--- src/rtl/dmi_trk_pkg.sv ---
// dmi_trk_pkg: shared types for the DMI request tracker.
// Holds DMI op/status encodings and the tracker FSM state type.
package dmi_trk_pkg;

  typedef enum logic [1:0] {
    DmiNop   = 2'd0,
    DmiRead  = 2'd1,
    DmiWrite = 2'd2,
    DmiRsvd  = 2'd3
  } dmi_op_e;

  typedef enum logic [1:0] {
    DmiOk   = 2'd0,
    DmiFail = 2'd2,
    DmiBusy = 2'd3
  } dmi_status_e;

  typedef enum logic [2:0] {
    TrkIdle,
    TrkReq,
    TrkWaitRsp,
    TrkResp,
    TrkDrain
  } trk_state_e;

endpackage

--- src/rtl/dmi_req_tracker.sv ---
// dmi_req_tracker: one-outstanding DMI tracker between DTM and dm_csrs.
// Ports: up_req_* (DTM request), up_resp_* (DTM response),
// dn_req_* (to dm_csrs), dn_resp_* (from dm_csrs),
// dmireset_i (clears sticky busy), busy_sticky_o (sticky busy flag).
module dmi_req_tracker
  import dmi_trk_pkg::*;
#(
  parameter int unsigned AddrW         = 7,
  parameter int unsigned TimeoutCycles = 1024
) (
  input  logic             clk_i,
  input  logic             rst_i,
  input  logic             up_req_valid_i,
  output logic             up_req_ready_o,
  input  logic [AddrW-1:0] up_req_addr_i,
  input  logic [1:0]       up_req_op_i,
  input  logic [31:0]      up_req_data_i,
  output logic             up_resp_valid_o,
  input  logic             up_resp_ready_i,
  output logic [31:0]      up_resp_data_o,
  output logic [1:0]       up_resp_status_o,
  output logic             dn_req_valid_o,
  input  logic             dn_req_ready_i,
  output logic [AddrW-1:0] dn_req_addr_o,
  output logic [1:0]       dn_req_op_o,
  output logic [31:0]      dn_req_data_o,
  input  logic             dn_resp_valid_i,
  output logic             dn_resp_ready_o,
  input  logic [31:0]      dn_resp_data_i,
  input  logic [1:0]       dn_resp_status_i,
  input  logic             dmireset_i,
  output logic             busy_sticky_o
);

  localparam int unsigned CntW = $clog2(TimeoutCycles) + 1;
  localparam logic [CntW-1:0] CntLast = CntW'(TimeoutCycles - 1);
  localparam logic [CntW-1:0] CntMax  = '1;

  trk_state_e       r_state, w_state_nxt;
  logic [AddrW-1:0] r_addr, w_addr_nxt;
  logic [1:0]       r_op, w_op_nxt;
  logic [31:0]      r_wdata, w_wdata_nxt;
  logic [31:0]      r_rdata, w_rdata_nxt;
  logic [1:0]       r_status, w_status_nxt;
  logic [CntW-1:0]  r_cnt, w_cnt_nxt;
  logic             r_busy, w_busy_nxt;
  logic             r_rsp_done, w_rsp_done_nxt;
  logic             r_late_done, w_late_done_nxt;

  // Exactly one of these is set for any incoming request.
  logic w_loc_busy, w_loc_nop, w_loc_rsvd, w_fwd;

  assign w_loc_busy = r_busy;
  assign w_loc_nop  = !r_busy && (up_req_op_i == DmiNop);
  assign w_loc_rsvd = !r_busy && (up_req_op_i == DmiRsvd);
  assign w_fwd      = !r_busy && (up_req_op_i == DmiRead
                                || up_req_op_i == DmiWrite);

  // Ready is masked by reset so it stays low while rst_i is held.
  assign up_req_ready_o   = (r_state == TrkIdle) && !rst_i;
  assign dn_req_valid_o   = (r_state == TrkReq);
  assign up_resp_valid_o  = (r_state == TrkResp)
                         || (r_state == TrkDrain && !r_rsp_done);
  assign dn_resp_ready_o  = (r_state == TrkWaitRsp)
                         || (r_state == TrkDrain && !r_late_done);
  assign dn_req_addr_o    = r_addr;
  assign dn_req_op_o      = r_op;
  assign dn_req_data_o    = r_wdata;
  assign up_resp_data_o   = r_rdata;
  assign up_resp_status_o = r_status;
  assign busy_sticky_o    = r_busy;

  always_comb begin
    w_state_nxt     = r_state;
    w_addr_nxt      = r_addr;
    w_op_nxt        = r_op;
    w_wdata_nxt     = r_wdata;
    w_rdata_nxt     = r_rdata;
    w_status_nxt    = r_status;
    w_cnt_nxt       = r_cnt;
    w_busy_nxt      = r_busy;
    w_rsp_done_nxt  = r_rsp_done;
    w_late_done_nxt = r_late_done;

    // Applied first so a coincident timeout below re-sets the flag.
    if (dmireset_i) w_busy_nxt = 1'b0;

    unique case (r_state)
      TrkIdle: begin
        if (up_req_valid_i) begin
          w_rdata_nxt = '0;
          w_state_nxt = TrkResp;
          unique case (1'b1)
            w_loc_busy: w_status_nxt = DmiBusy;
            w_loc_nop:  w_status_nxt = DmiOk;
            w_loc_rsvd: w_status_nxt = DmiFail;
            w_fwd: begin
              w_addr_nxt  = up_req_addr_i;
              w_op_nxt    = up_req_op_i;
              w_wdata_nxt = up_req_data_i;
              w_state_nxt = TrkReq;
            end
            default: w_status_nxt = DmiFail;
          endcase
        end
      end
      TrkReq: begin
        if (dn_req_ready_i) begin
          w_cnt_nxt   = '0;
          w_state_nxt = TrkWaitRsp;
        end
      end
      TrkWaitRsp: begin
        if (r_cnt != CntMax) w_cnt_nxt = r_cnt + 1'b1;
        if (dn_resp_valid_i) begin
          w_status_nxt = dn_resp_status_i;
          w_rdata_nxt  = (r_op == DmiRead
                       && dn_resp_status_i == DmiOk)
                       ? dn_resp_data_i : '0;
          w_state_nxt  = TrkResp;
        end else if (r_cnt == CntLast) begin
          w_busy_nxt      = 1'b1;
          w_status_nxt    = DmiBusy;
          w_rdata_nxt     = '0;
          w_rsp_done_nxt  = 1'b0;
          w_late_done_nxt = 1'b0;
          w_state_nxt     = TrkDrain;
        end
      end
      TrkResp: begin
        if (up_resp_ready_i) w_state_nxt = TrkIdle;
      end
      TrkDrain: begin
        // Track busy-response handoff and late dn response
        // independently; leave only once both have happened.
        w_rsp_done_nxt  = r_rsp_done || up_resp_ready_i;
        w_late_done_nxt = r_late_done || dn_resp_valid_i;
        if (w_rsp_done_nxt && w_late_done_nxt)
          w_state_nxt = TrkIdle;
      end
      default: w_state_nxt = TrkIdle;
    endcase
  end

  always_ff @(posedge clk_i) begin
    if (rst_i) begin
      r_state     <= TrkIdle;
      r_addr      <= '0;
      r_op        <= '0;
      r_wdata     <= '0;
      r_rdata     <= '0;
      r_status    <= '0;
      r_cnt       <= '0;
      r_busy      <= 1'b0;
      r_rsp_done  <= 1'b0;
      r_late_done <= 1'b0;
    end else begin
      r_state     <= w_state_nxt;
      r_addr      <= w_addr_nxt;
      r_op        <= w_op_nxt;
      r_wdata     <= w_wdata_nxt;
      r_rdata     <= w_rdata_nxt;
      r_status    <= w_status_nxt;
      r_cnt       <= w_cnt_nxt;
      r_busy      <= w_busy_nxt;
      r_rsp_done  <= w_rsp_done_nxt;
      r_late_done <= w_late_done_nxt;
    end
  end

endmodule

--- config.mk ---
export PLATFORM = sky130hd
export DESIGN_NAME = dmi_req_tracker
export DESIGN_NICKNAME = d
export VERILOG_FILES = /design/src/rtl/dmi_trk_pkg.sv /design/src/rtl/dmi_req_tracker.sv
export SDC_FILE = /design/constraint.sdc
export NUM_CORES = 1
export LEC_CHECK = 0
export CORE_MARGIN = 3
export CORE_UTILIZATION = 56
export DETAILED_ROUTE_END_ITERATION = 10
export DONT_BUFFER_PORTS = 1
export MAX_ROUTING_LAYER = met4
export PLACE_DENSITY = 0.81
export SETUP_SLACK_MARGIN = 0.15
export SKIP_CTS_REPAIR_TIMING = 1
export SYNTH_ARGS = -nofsm -noshare
export SYNTH_HDL_FRONTEND = slang
export SYNTH_SLANG_ARGS = --single-unit
--- constraint.sdc ---
create_clock -name clk_i -period 2 [get_ports clk_i]
set_clock_uncertainty 0.1 [all_clocks]
set_input_delay 0.4 -clock clk_i [delete_from_list [all_inputs] [get_ports clk_i]]
set_output_delay 0.4 -clock clk_i [all_outputs]
set_load 0.02 [all_outputs]
==> metrics.md <==
| Metric | Value |
|---|---|
| DRT Pass-1 Iters | 4 |
| Initial Utilization | between 50% and 60% |
| DRT antenna net count | 0 |
| Total CTS buffers | 9 |
| Cell Pwr Density | roughly 930 mW/mm^2 |
| CP max FO | 8 |
| Worst-Skew Late Latency | 0.36 ns |
| Residual DRC | 0 |
| Mean post-synth cell area | approximately 8 um^2 |
| Final Hold Vio Count | 0 |
| Yosys cell types | 43 |
| Peak VDD IR | 0.496 mV |
| First-pass GRT wire length | 13.9 mm |
| Final net count | 575 |
| CP max stage cell | or4_4 |
| Buf/Inv on CP | 2 |
| Most used DFF post-synth | dfxtp_1 |
| Routed Wire Length | 10.7 mm |
| Yosys top cell by area | dfxtp_1 |
| RSZ-0062 raised after global routing | true |
| WP data required | 2.15 ns |
| Comb power frac | between 20% and 30% |
| DR vias/cell | between 5 and 6 |
| EDFF count, synth | 0 |
| Share of cells above drive strength 1 | 28.6% |
| Post-synth top area share | 48.9% |
| Tightest Hold Check Type | in -> reg |
| Fmax | 500 MHz |
| Final period util | between 90% and 100% |
| # rows | 29 |
| Startpoint types | register |
| Relative slew slack | between 50% and 60% |
| Int Pwr | 3.06 mW |
| Most frequent cells in the layout | 117 x nand2_1, 80 x dfxtp_1, 50 x a21oi_1 |
| Die X | ~88 um |
| Final Max Tran Viols | 0 |
| Post-Synthesis Cells | ~460 |
| CTS Root Cell | clkbuf_8 |
| Crit path DAT | around 2.2 ns |
| DRT iter0 DRCs | 144 |
| Clk slew on worst S/H paths | ~0.10 ns |
| Final HPWL DP | between 6 and 7 mm |
| MaxCap Viol Count | 0 |
| Core footprint | around 0.0064 mm^2 |
| Met3 Resource Use GR | 6.77% |
| Worst stage delay on the critical path | between 0.5 and 0.6 ns |
| Measured slew at the worst slew-check pin | between 0.6 and 0.7 ns |
| IO Count | 162 |
| Status | complete, no violations |
| Register area share after synthesis | about half |
| Synth warn | 0 |
| Vias | around 3.4k |
| Synth top area cells | dfxtp_1 49%, nand2_1 12%, a21oi_1 7.6% |
| Top Usage Layer GRT | met2 |
| H-Tree Depth | 3 |
| Placed Instance Area | 0.00406 mm^2 |
| Fillers | around 460 |
| Fin crit period | 2.00 ns |
| Initial antenna violation count | 0 |
| Global routing usage on met1 | between 20% and 30% |
| Overall global routing resource usage | 23.4% |
| Clock power share | between 20 and 30% |
| Avg WL per Cell | 18.7 um |
| Critical-path cell list | nand4_1, or4_4, a2111oi_4, buf_6, clkbuf_16, o21ai_2 |
| # diodes | 0 |
| I/O Buffers | 0 |
| Global placer's final weighted congestion | 0.896 |
| Vias in the first global route | slightly above 3k |
| Largest net degree at the start of global routing | 91 |
| Critical path endpoint category | register |
| FF+latch count, synth | 92 |
| Pleak | ~1.7 nW |
| CTS tree | done |
| Grt total ovfl | 0 |
| M2 GR Usage | about 40% |
| Final setup violation count | 0 |
| Post-route cell area | roughly 0.0048 mm^2 |
| Reg power frac | approximately 47% |
| Switching part of the total | around a third |
| Commonest non-fill, non-tap cell in the layout | nand2_1 |
| DIE AREA | around 0.0077 mm^2 |
| Mapped Nets | ~550 |
| Area Growth Syn to Fin | 27.4% |
| Mapped Area | between 0.003 and 0.004 mm^2 |
| Clk sinks | 92 |
| Max Root-Sink Buffers | 2 |
| Top delay family on crit path | simple AND/OR/NAND/NOR gates |
| Die Y-Extent | slightly below 90 um |
| Worst Path Class, Setup | reg -> reg |
| Asr flop ratio synth | 0% |
| P_sw | between 1 and 1.5 mW |
| Final Util | between 70% and 80% |
[power groups by stage]
stage | clock, mW | sequential, mW | combinational (mW)
4_1_cts | 1.34 | 2.09 | 0.699
5_1_grt | 1.42 | 2.10 | 1.11
3_5_place_dp | 0 | 2.13 | 0.696
6_report | 1.33 | 2.09 | 1.04
2_1_floorplan | 0 | 2.11 | 0.524
3_3_place_gp | 0 | 2.13 | 0.672
[per-layer routing]
layer  share of wire [%]  vias to the layer above
met5                   0                        -
met4                 2.5                        0
met3                 9.4                       32
met2                  52                      165
met1                  36                     1609
li1                    -                     1630
[cell type report]
type / instances / area, um^2 / share of cell area [%]
Inverter: 5 / 18.8 / 0.391
Clock inverter: 6 / 75.1 / 1.56
Sequential cell: 92 / 1870 / 39.0
Timing Repair Buffer: 52 / 538 / 11.2
Clock buffer: 10 / 138 / 2.87
Multi-Input combinational cell: 331 / 2060 / 43.0
Tap cell: 77 / 96.3 / 2.01
[flip-flops by register name (all words and copies together), names as in the netlist]
name,cells
r_state,3
up_resp_status_o,2
r_rsp_done,1
busy_sticky_o,1
r_late_done,1
r_cnt,11
up_resp_data_o,32
dn_req_data_o,32
dn_req_addr_o,7
dn_req_op_o,2
[stage by stage]
stage	power, mW	cells	worst slack, ns	hold WS [ns]	TNS, ns
4_1_cts	4.12	555	-0.0786	0.00117	-0.307
5_1_grt	4.63	573	-0.0821	-0.00352	-1.79
3_3_place_gp	2.80	539	0.0221	0.376	0
2_1_floorplan	2.63	461	-0.0275	0.360	-0.826
6_report	4.46	573	0.00138	0.0429	0
3_5_place_dp	2.82	539	-0.0350	0.383	-0.113
[synth_stat cells, types with 2 or more instances]
library cell and instances:
nand4_1 4, mux2i_1 4, inv_1 5, nor3_1 9, buf_6 3, a21oi_1 57
o21ai_1 9, ha_1 2, dfxtp_1 92, or4_1 7, nand2_1 119, nor2_1 8
buf_2 3, or3_1 2, o31ai_1 6, nor2b_1 3, o21ai_0 28, nor4_1 4
or2_2 3, o21a_1 2, nand3_1 6, nand2b_1 38, clkbuf_1 27
[kinds of logic after synthesis]
family	count (synthesis)	share of synthesized area, %
simple gates	210	27.1
compound gates	114	17.5
flops	92	48.9
buf+inv	38	4.48
mux	5	1.36
fa+ha+maj	2	0.664
[path summary, 6_finish.rpt]
check / start / to / slack (ns) / depth (start not counted)
worst min-delay path: dn_resp_data_i[27] / up_resp_data_o[27] / 0.04 / 2
worst max register to register: r_cnt[8] / up_resp_data_o[6] / 0.001 / 6
worst max-delay path: r_cnt[8] / up_resp_data_o[6] / 0.001 / 6
worst min register to register: r_cnt[5] / r_cnt[5] / 0.42 / 2
[worst reg2reg max path, stage by stage (launching register included)]
cell and delay, ns:
dfxtp_2 0.35, nand4_1 0.14, or4_4 0.58, a2111oi_4 0.32, buf_6 0.19, clkbuf_16 0.17, o21ai_2 0.05
Power figures use the tool's default switching activity.
